`src/rtl/example_lane_controller.sv`:
```
// Serial-lane bring-up controller: transceiver reset, comma alignment by bit-slip,
// drive-strength escalation on timeout, and registered user data paths once locked.
module example_lane_controller #(
  parameter int         RESET_CYCLES = 16,
  parameter int         LOCK_COUNT   = 8,
  parameter int         TIMEOUT      = 1023,
  parameter logic [9:0] COMMA        = 10'b0011111010
) (
  input  logic       clock,
  input  logic       reset,
  input  logic       retrain,
  output logic       xcvr_reset,
  output logic [9:0] data_tx,
  input  logic [9:0] data_rx,
  output logic [3:0] txSwing,
  output logic       cdrMode,
  input  logic [9:0] tx_data,
  input  logic       tx_valid,
  output logic       tx_ready,
  output logic [9:0] rx_data,
  output logic       rx_valid,
  output logic       locked,
  output logic       failed,
  output logic [3:0] align_offset
);

  localparam int RCW = $clog2(RESET_CYCLES + 1);
  localparam int MCW = $clog2(LOCK_COUNT + 1);
  localparam int TCW = $clog2(TIMEOUT + 1);

  typedef enum logic [1:0] {S_RESET_XCVR, S_TRAIN, S_LOCKED, S_FAILED} state_t;

  state_t         state_q, state_d;
  logic [RCW-1:0] rst_cnt_q, rst_cnt_d;
  logic [MCW-1:0] match_cnt_q, match_cnt_d;
  logic [TCW-1:0] train_cnt_q, train_cnt_d;
  logic [3:0]     align_offset_q, align_offset_d;
  logic [3:0]     tx_swing_q, tx_swing_d;
  logic           blank_q, blank_d;
  logic [9:0]     prev_rx_q, prev_rx_d;
  logic [9:0]     rx_data_q, rx_data_d;
  logic           rx_valid_q, rx_valid_d;
  logic [9:0]     data_tx_q, data_tx_d;
  logic           xcvr_reset_q, xcvr_reset_d;
  logic           cdr_mode_q, cdr_mode_d;
  logic           tx_ready_q, tx_ready_d;
  logic           locked_q, locked_d;
  logic           failed_q, failed_d;

  logic [19:0]    window_s;
  logic [9:0]     aligned_s;

  // Bit-slip window: the aligned word spans the previous and current receive words.
  always_comb begin
    window_s = {data_rx, prev_rx_q};
    case (align_offset_q)
      4'd0:    aligned_s = window_s[9:0];
      4'd1:    aligned_s = window_s[10:1];
      4'd2:    aligned_s = window_s[11:2];
      4'd3:    aligned_s = window_s[12:3];
      4'd4:    aligned_s = window_s[13:4];
      4'd5:    aligned_s = window_s[14:5];
      4'd6:    aligned_s = window_s[15:6];
      4'd7:    aligned_s = window_s[16:7];
      4'd8:    aligned_s = window_s[17:8];
      4'd9:    aligned_s = window_s[18:9];
      default: aligned_s = window_s[9:0];
    endcase
  end

  // Next-state and datapath logic; retrain overrides everything computed above it.
  always_comb begin
    state_d        = state_q;
    rst_cnt_d      = rst_cnt_q;
    match_cnt_d    = match_cnt_q;
    train_cnt_d    = train_cnt_q;
    align_offset_d = align_offset_q;
    tx_swing_d     = tx_swing_q;
    blank_d        = blank_q;
    prev_rx_d      = data_rx;
    rx_data_d      = aligned_s;
    rx_valid_d     = 1'b0;
    data_tx_d      = COMMA;

    case (state_q)
      S_RESET_XCVR: begin
        match_cnt_d = '0;
        train_cnt_d = '0;
        blank_d     = 1'b0;
        if (rst_cnt_q == RCW'(RESET_CYCLES - 1)) begin
          state_d   = S_TRAIN;
          rst_cnt_d = '0;
        end else begin
          rst_cnt_d = rst_cnt_q + RCW'(1);
        end
      end
      S_TRAIN: begin
        train_cnt_d = train_cnt_q + TCW'(1);
        // A slip corrupts the next window, so the cycle after it is never compared.
        if (blank_q) begin
          blank_d = 1'b0;
        end else if (aligned_s == COMMA) begin
          match_cnt_d = match_cnt_q + MCW'(1);
        end else begin
          match_cnt_d    = '0;
          align_offset_d = (align_offset_q == 4'd9) ? 4'd0 : align_offset_q + 4'd1;
          blank_d        = 1'b1;
        end
        if (match_cnt_d == MCW'(LOCK_COUNT)) begin
          state_d = S_LOCKED;
        end else if (train_cnt_d == TCW'(TIMEOUT)) begin
          if (tx_swing_q != 4'd15) begin
            tx_swing_d = tx_swing_q + 4'd1;
            state_d    = S_RESET_XCVR;
            rst_cnt_d  = '0;
          end else begin
            state_d = S_FAILED;
          end
        end else begin
          state_d = S_TRAIN;
        end
      end
      S_LOCKED: begin
        rx_valid_d = (aligned_s != COMMA);
        data_tx_d  = tx_valid ? tx_data : COMMA;
      end
      S_FAILED: begin
        state_d = S_FAILED;
      end
      default: begin
        state_d = S_RESET_XCVR;
      end
    endcase

    if (retrain) begin
      state_d        = S_RESET_XCVR;
      rst_cnt_d      = '0;
      match_cnt_d    = '0;
      train_cnt_d    = '0;
      align_offset_d = 4'd0;
      blank_d        = 1'b0;
      rx_valid_d     = 1'b0;
      data_tx_d      = COMMA;
    end else begin
      blank_d = blank_d;
    end

    xcvr_reset_d = (state_d == S_RESET_XCVR) || (state_d == S_FAILED);
    cdr_mode_d   = (state_d != S_LOCKED);
    tx_ready_d   = (state_d == S_LOCKED);
    locked_d     = (state_d == S_LOCKED);
    failed_d     = (state_d == S_FAILED);
  end

  // State and output registers with synchronous reset.
  always_ff @(posedge clock) begin
    if (reset) begin
      state_q        <= S_RESET_XCVR;
      rst_cnt_q      <= '0;
      match_cnt_q    <= '0;
      train_cnt_q    <= '0;
      align_offset_q <= 4'd0;
      tx_swing_q     <= 4'd8;
      blank_q        <= 1'b0;
      prev_rx_q      <= 10'd0;
      rx_data_q      <= 10'd0;
      rx_valid_q     <= 1'b0;
      data_tx_q      <= COMMA;
      xcvr_reset_q   <= 1'b1;
      cdr_mode_q     <= 1'b1;
      tx_ready_q     <= 1'b0;
      locked_q       <= 1'b0;
      failed_q       <= 1'b0;
    end else begin
      state_q        <= state_d;
      rst_cnt_q      <= rst_cnt_d;
      match_cnt_q    <= match_cnt_d;
      train_cnt_q    <= train_cnt_d;
      align_offset_q <= align_offset_d;
      tx_swing_q     <= tx_swing_d;
      blank_q        <= blank_d;
      prev_rx_q      <= prev_rx_d;
      rx_data_q      <= rx_data_d;
      rx_valid_q     <= rx_valid_d;
      data_tx_q      <= data_tx_d;
      xcvr_reset_q   <= xcvr_reset_d;
      cdr_mode_q     <= cdr_mode_d;
      tx_ready_q     <= tx_ready_d;
      locked_q       <= locked_d;
      failed_q       <= failed_d;
    end
  end

  assign xcvr_reset   = xcvr_reset_q;
  assign data_tx      = data_tx_q;
  assign txSwing      = tx_swing_q;
  assign cdrMode      = cdr_mode_q;
  assign tx_ready     = tx_ready_q;
  assign rx_data      = rx_data_q;
  assign rx_valid     = rx_valid_q;
  assign locked       = locked_q;
  assign failed       = failed_q;
  assign align_offset = align_offset_q;

endmodule

```
`config.mk`:
```
export PLATFORM = sky130hd
export DESIGN_NAME = example_lane_controller
export DESIGN_NICKNAME = d
export VERILOG_FILES = /design/src/rtl/example_lane_controller.sv
export SDC_FILE = /design/constraint.sdc
export NUM_CORES = 1
export LEC_CHECK = 0
export CAP_MARGIN = 20
export CELL_PAD_IN_SITES_DETAIL_PLACEMENT = 2
export CELL_PAD_IN_SITES_GLOBAL_PLACEMENT = 2
export CORE_ASPECT_RATIO = 0.5
export CORE_MARGIN = 1.5
export CORE_UTILIZATION = 29
export DETAILED_ROUTE_END_ITERATION = 7
export PLACE_DENSITY_LB_ADDON = 0.08
export RECOVER_POWER = 50
export SKIP_CTS_REPAIR_TIMING = 1
export SLEW_MARGIN = 30
export SYNTH_ARGS = -nofsm -noshare
export SYNTH_HDL_FRONTEND = slang
export SYNTH_SLANG_ARGS = --single-unit
```
`constraint.sdc`:
```
create_clock -name clock -period 3.3 [get_ports clock]
set_input_delay 0.66 -clock clock [delete_from_list [all_inputs] [get_ports clock]]
set_output_delay 0.66 -clock clock [all_outputs]
set_load 0.01 [all_outputs]
```
# ---- Word level (Yosys, flattened, before mapping)
# Cells that the tools add are included.
dict set report word_totals {
  reg_bits 65
  out_inout_bits 34
  word_cells 80
}
dict set report op_classes {
  add_sub_neg 5
  n_eq_ne 24
  muxes 21
  bitwise 5
  reduce_logical 10
}
# operator count
set ops {}
lappend ops {{$pmux W10 S9} 1}
lappend ops {{$mux W5} 4}
lappend ops {{$pmux W10 S2} 1}
lappend ops {{$eq A4 B3 Y1 const B} 4}
lappend ops {{$mux W4} 4}
lappend ops {{$add A4 B1 Y4 const B} 3}
lappend ops {{$eq A4 B4 Y1 const B} 3}
lappend ops {{$add A10 B1 Y10 const B} 1}
lappend ops {{$eq A10 B10 Y1 const B} 1}
lappend ops {{$eq A10 B8 Y1 const B} 1}
lappend ops {{$mux W2} 5}
lappend ops {{$ne A10 B8 Y1 const B} 1}
lappend ops {{$pmux W5 S2} 1}
lappend ops {{$eq A2 B2 Y1 const B} 4}
lappend ops {{$eq A4 B2 Y1 const B} 2}
lappend ops {{$ne A2 B2 Y1 const B} 4}
lappend ops {{$pmux W4 S2} 1}
lappend ops {{$reduce_and A4 Y1} 2}
lappend ops {{$pmux W2 S3} 1}
lappend ops {{$add A5 B1 Y5 const B} 1}
lappend ops {{$eq A5 B4 Y1 const B} 1}
lappend ops {{$not A1 Y1} 5}
lappend ops {{$eq A4 B1 Y1 const B} 1}
lappend ops {{$logic_not A2 Y1} 2}
lappend ops {{other kinds (10)} 11}

# ---- Logic depth before layout (Yosys ltp)
dict set report logic_depth {
  word_depth 12
  ltp_mapped 13
  ltp_nobuf 11
}

# ---- Worst setup path before layout
# No wires, ideal clock.
dict set report synth_path {
  path_type {input to register}
  startpoint {input port data_rx[1]}
  endpoint {register xcvr_reset_q (netlist: xcvr_reset)}
  setup_time_ps 123
  arrival_ps 3046
  t_required_ps 3177
  setup_slack_ps 131
  stages 11
  n_path_buf 1
  cell_sequence {clkbuf_1 nor4bb_1 a311oi_1 a21o_1 a31oi_1 o221ai_1 nor4_4 nor4_1 nor3_1 ha_1 or2_2}
}
dict set report synth_between {
  elab_chain_cells 11
  elab_cells_between_ends 12
  classes_between {3 x eq/ne; 7 x mux; 2 x reduce/logical}
}
# element line_no
set synth_rtl {}
lappend synth_rtl {{start: declaration} 14} ;# input logic [9:0] data_rx,
lappend synth_rtl {{$pmux W10 S9 *} 56} ;# case (align_offset_q)
lappend synth_rtl {{$eq A10 B8 Y1 *} 102} ;# end else if (aligned_s == COMMA) begin
lappend synth_rtl {{$mux W4 *} 102}
lappend synth_rtl {{$mux W4 *} 100} ;# if (blank_q) begin
lappend synth_rtl {{$mux W4 *} 85} ;# case (state_q)
lappend synth_rtl {{$eq A4 B4 Y1 *} 109} ;# if (match_cnt_d == MCW'(LOCK_COUNT)) begin
lappend synth_rtl {{$mux W2 *} 109}
lappend synth_rtl {{$pmux W2 S3 *} 85}
lappend synth_rtl {{$mux W2 *} 135} ;# if (retrain) begin
lappend synth_rtl {{$eq A2 B2 Y1 / $logic_not A2 Y1 (equally long branches)} 148} ;# xcvr_reset_d = (state_d == S_RESET_XCVR) || (state_d == S_FAILED);
lappend synth_rtl {{$logic_or A1 B1 Y1 *} 148}
lappend synth_rtl {{named net xcvr_reset_d} 44} ;# logic xcvr_reset_q, xcvr_reset_d;
lappend synth_rtl {{end signal: assignment} 186} ;# xcvr_reset_q <= xcvr_reset_d;
lappend synth_rtl {{end: declaration} 44}
# Mark *: on every way through the listed nets, which the timed path passes. The rest lies on a longest branch. The select of a mux whose other input is x is not followed.
# A chain may end at the register's enable or synchronous reset.

# ---- Final worst setup path
dict set report layout_path {
  startpoint {register align_offset_q[2] (netlist: align_offset[2])}
  endpoint {register xcvr_reset_q (netlist: xcvr_reset)}
}
dict set report layout_between {
  elab_chain_cells 12
  elab_cells_between_ends 21
  classes_between {12 x eq/ne; 7 x mux; 2 x reduce/logical}
}
# element line_no
set layout_rtl {}
lappend layout_rtl {{start: declaration} 37} ;# logic [3:0] align_offset_q, align_offset_d;
lappend layout_rtl {{start signal: assignment} 179} ;# align_offset_q <= align_offset_d;
lappend layout_rtl {{$eq A4 B4 Y1 (tied with other cells)} 56}
lappend layout_rtl {{$pmux W10 S9 *} 56}
lappend layout_rtl {{$eq A10 B8 Y1 *} 102}
lappend layout_rtl {{$mux W4 *} 102}
lappend layout_rtl {{$mux W4 *} 100}
lappend layout_rtl {{$mux W4 *} 85}
lappend layout_rtl {{$eq A4 B4 Y1 *} 109}
lappend layout_rtl {{$mux W2 *} 109}
lappend layout_rtl {{$pmux W2 S3 *} 85}
lappend layout_rtl {{$mux W2 *} 135}
lappend layout_rtl {{$eq A2 B2 Y1 / $logic_not A2 Y1 (equally long branches)} 148}
lappend layout_rtl {{$logic_or A1 B1 Y1 *} 148}
lappend layout_rtl {{named net xcvr_reset_d} 44}
# Marks and branches as above.

==> metrics.csv <==
metric,value,unit
outcome,finished with violations,
failing checks,"capacitance limit, slew limit",
Synth area leader,dfxtp_1,
worst-case reg-to-reg path depth,13,
Peak supply drop,0.168,mV
Pwr per Cell Area,358,nW/µm²
"Warnings, synthesis",0,
Routed Antenna Nets,0,
Final Skew,0.00999,ns
WL/cell,20.0,µm
reg2reg end,xcvr_reset$_SDFF_PP1_,
min-delay worst type,reg -> reg,
total power,1950,µW
FF-to-FF setup slack,0.06,ns
sequential share of the synthesized area,33.1,%
DRC viols,0,
Inserted Diodes,0,
top cell type's share of synthesized area,33.1,%
largest net degree at the start of global routing,36,
max-cap viol count,1,
Post-synth top cells,"65 x dfxtp_1, 40 x nor2_1, 39 x a21oi_1",
TritonCTS buffer count,9,
drt pass-1 iters,4,
met3 WL,561,µm
Via Count,4126,
PortBufs,57,
htree depth,3,
Post-Synthesis Cells,487,
first-pass GRT wire length,23700,µm
initial antenna violation count,0,
critical path class,reg -> reg,
Layout area overhead,38.4,%
metal1 wirelength,6990,µm
detailed placement HPWL,10400,µm
initial DRC count,197,
Final nets,610,
CP Launch Point,align_offset[2]$_SDFFE_PP0P_,
core area,13000,µm²
Sink Count,65,
Reg area,1310,µm²
Critical Path Fanout Max,9,
"EDFF count, synth",0,
worst reg2reg path startpoint,align_offset[2]$_SDFFE_PP0P_,
total I/O pin count,58,
vias in the first global route,4320,
Worst slew margin,-4.16,%
CTS max path bufs,2,
most common cell in the synthesized netlist,dfxtp_1,
fmax,309,MHz
mapped cell area,3930,µm²
die width,168,µm
row count,29,
post-route core utilization,42.0,%
predominant post-synthesis flop cell,dfxtp_1,
CTS tree,done,
Fin Hold WS,0.494,ns
mean cell area of the mapped netlist,8.07,µm²
metal2 WL,7080,µm
Worst Hold Launch,rst_cnt_q[4]$_SDFFE_PP0P_,
Seq cells post-synth,65,
vias per cell,5.48,
Clock Pin Slew Worst Setup and Hold Paths,0.06,ns
"FFs w/ async S/R, synth",0,%
Initial Util,30.3,%
worst endpoint data arrival time,3.46,ns
Die Y,85.3,µm
crit path time final,3.24,ns
max-slew violation count,24,
setup ws final,0.0606,ns
crit share post-route,98.2,%
die area,14300,µm²
Top Layer Used,met4,
Final setup viols,0,
pre-CTS setup slack,-0.470,ns
Tot GR Track Use,21.3,%
worst path required time,3.52,ns
final hold violations,0,
critical path endpoint,xcvr_reset$_SDFF_PP1_,
Skew-Pair Late Insertion Delay,0.34,ns
Synth area leaders,"dfxtp_1 33%, nor2b_1 5.3%, a21oi_1 5.0%",
area of the multi-input gates,2470,µm²
Post-Syn Nets,519,
Worst Max-Slew Pin Slew,1.56,ns
crit path launch type,register,
share of cells above drive strength 1,19.4,%
DRT Wirelength,15000,µm
gr ovfl total,0,
routability cong.,0.826,
CTS root buffer,clkbuf_16,
crit end category,register,
static leakage,0.00211,µW
count of cell types in the netlist,72,
Fill cells,1450,
-- metal layers --
metal | global-route usage [%] | vias to the layer above
met2 | 36.4 | 74
met4 | 8.03 | 0
met1 | 26.6 | 2071
met3 | 4.52 | 33
met5 | 0 | -
li1 | - | 1948
-- layout make-up --
type | instances | share of cell area (%)
timing repair buffer | 120 | 20.5
inverter | 9 | 0.621
sequential | 65 | 24.0
multi-input combinational | 373 | 45.3
clock buffer | 10 | 4.21
clock inverter | 6 | 1.38
tap | 170 | 3.91
-- flip-flops by register name, indices dropped and copies added, names as in the netlist --
name / flops
align_offset: 4
blank_q: 1
cdrMode: 1
data_tx: 10
failed: 1
locked: 1
match_cnt_q: 4
prev_rx_q: 10
rst_cnt_q: 5
rx_data: 10
rx_valid: 1
state_q: 2
train_cnt_q: 10
txSwing: 4
xcvr_reset: 1
-- cell usage in the layout (no fill, tap or decap), types with 17 or more instances in the layout --
| cell | Yosys | layout |
|---|---|---|
| nor2_1 | 40 | 39 |
| clkdlybuf4s50_1 | 0 | 23 |
| a21oi_1 | 39 | 38 |
| dfxtp_1 | 65 | 63 |
| nand3_1 | 17 | 17 |
| buf_4 | 3 | 56 |
| nor2b_1 | 33 | 33 |
| nand2b_1 | 19 | 19 |
| o21ai_0 | 22 | 21 |
| nand2_1 | 32 | 32 |
| dlygate4sd3_1 | 0 | 28 |
-- power by group --
part / internal (µW) / switching, µW
clock: 598 / 409
sequential: 796 / 16.9
combinational: 68.5 / 60.8
total: 1460 / 487
-- worst max-delay path: stages, from the launching register on --
cell	delay, ns
dfxtp_4	0.37
buf_12	0.15
buf_4	0.13
and2b_1	0.34
a311oi_1	0.14
a21o_1	0.20
a31oi_1	0.28
o221ai_2	0.22
nor4_4	0.32
buf_4	0.17
nor4_4	0.04
nor3_2	0.24
ha_1	0.26
or2_2	0.26
-- kinds of logic after synthesis --
logic type	after synthesis	synth area share [%]
AO/OA/AOI/OAI	128	22.0
XOR/XNOR	2	0.446
adder cells (fa/ha/maj)	8	2.55
buffers and inverters	49	5.89
flip-flops	65	33.1
multiplexers	14	3.85
AND/OR/NAND/NOR	221	32.2
-- metrics by stage --
step / cells / setup TNS, ns / instance area (µm²)
finish: 753 / 0 / 5440
global route: 753 / -0.0420 / 5440
CTS: 745 / -0.174 / 5270
detailed placement: 729 / -2.84 / 4970
global placement: 729 / -1.81 / 4970
floorplan: 487 / 0 / 3930
-- worst min path at each step --
stage                                   to  slack [ns]  depth (start not counted)
6_report         rst_cnt_q[4]$_SDFFE_PP0P_        0.49                          2
5_1_grt        train_cnt_q[9]$_SDFFE_PP0P_        0.54                          2
4_1_cts          rst_cnt_q[4]$_SDFFE_PP0P_        0.50                          2
3_5_place_dp     rst_cnt_q[4]$_SDFFE_PP0P_        0.49                          2
3_3_place_gp   train_cnt_q[9]$_SDFFE_PP0P_        0.48                          2
2_1_floorplan  train_cnt_q[9]$_SDFFE_PP0P_        0.46                          2
No activity file was read; power rests on OpenSTA's default activity.
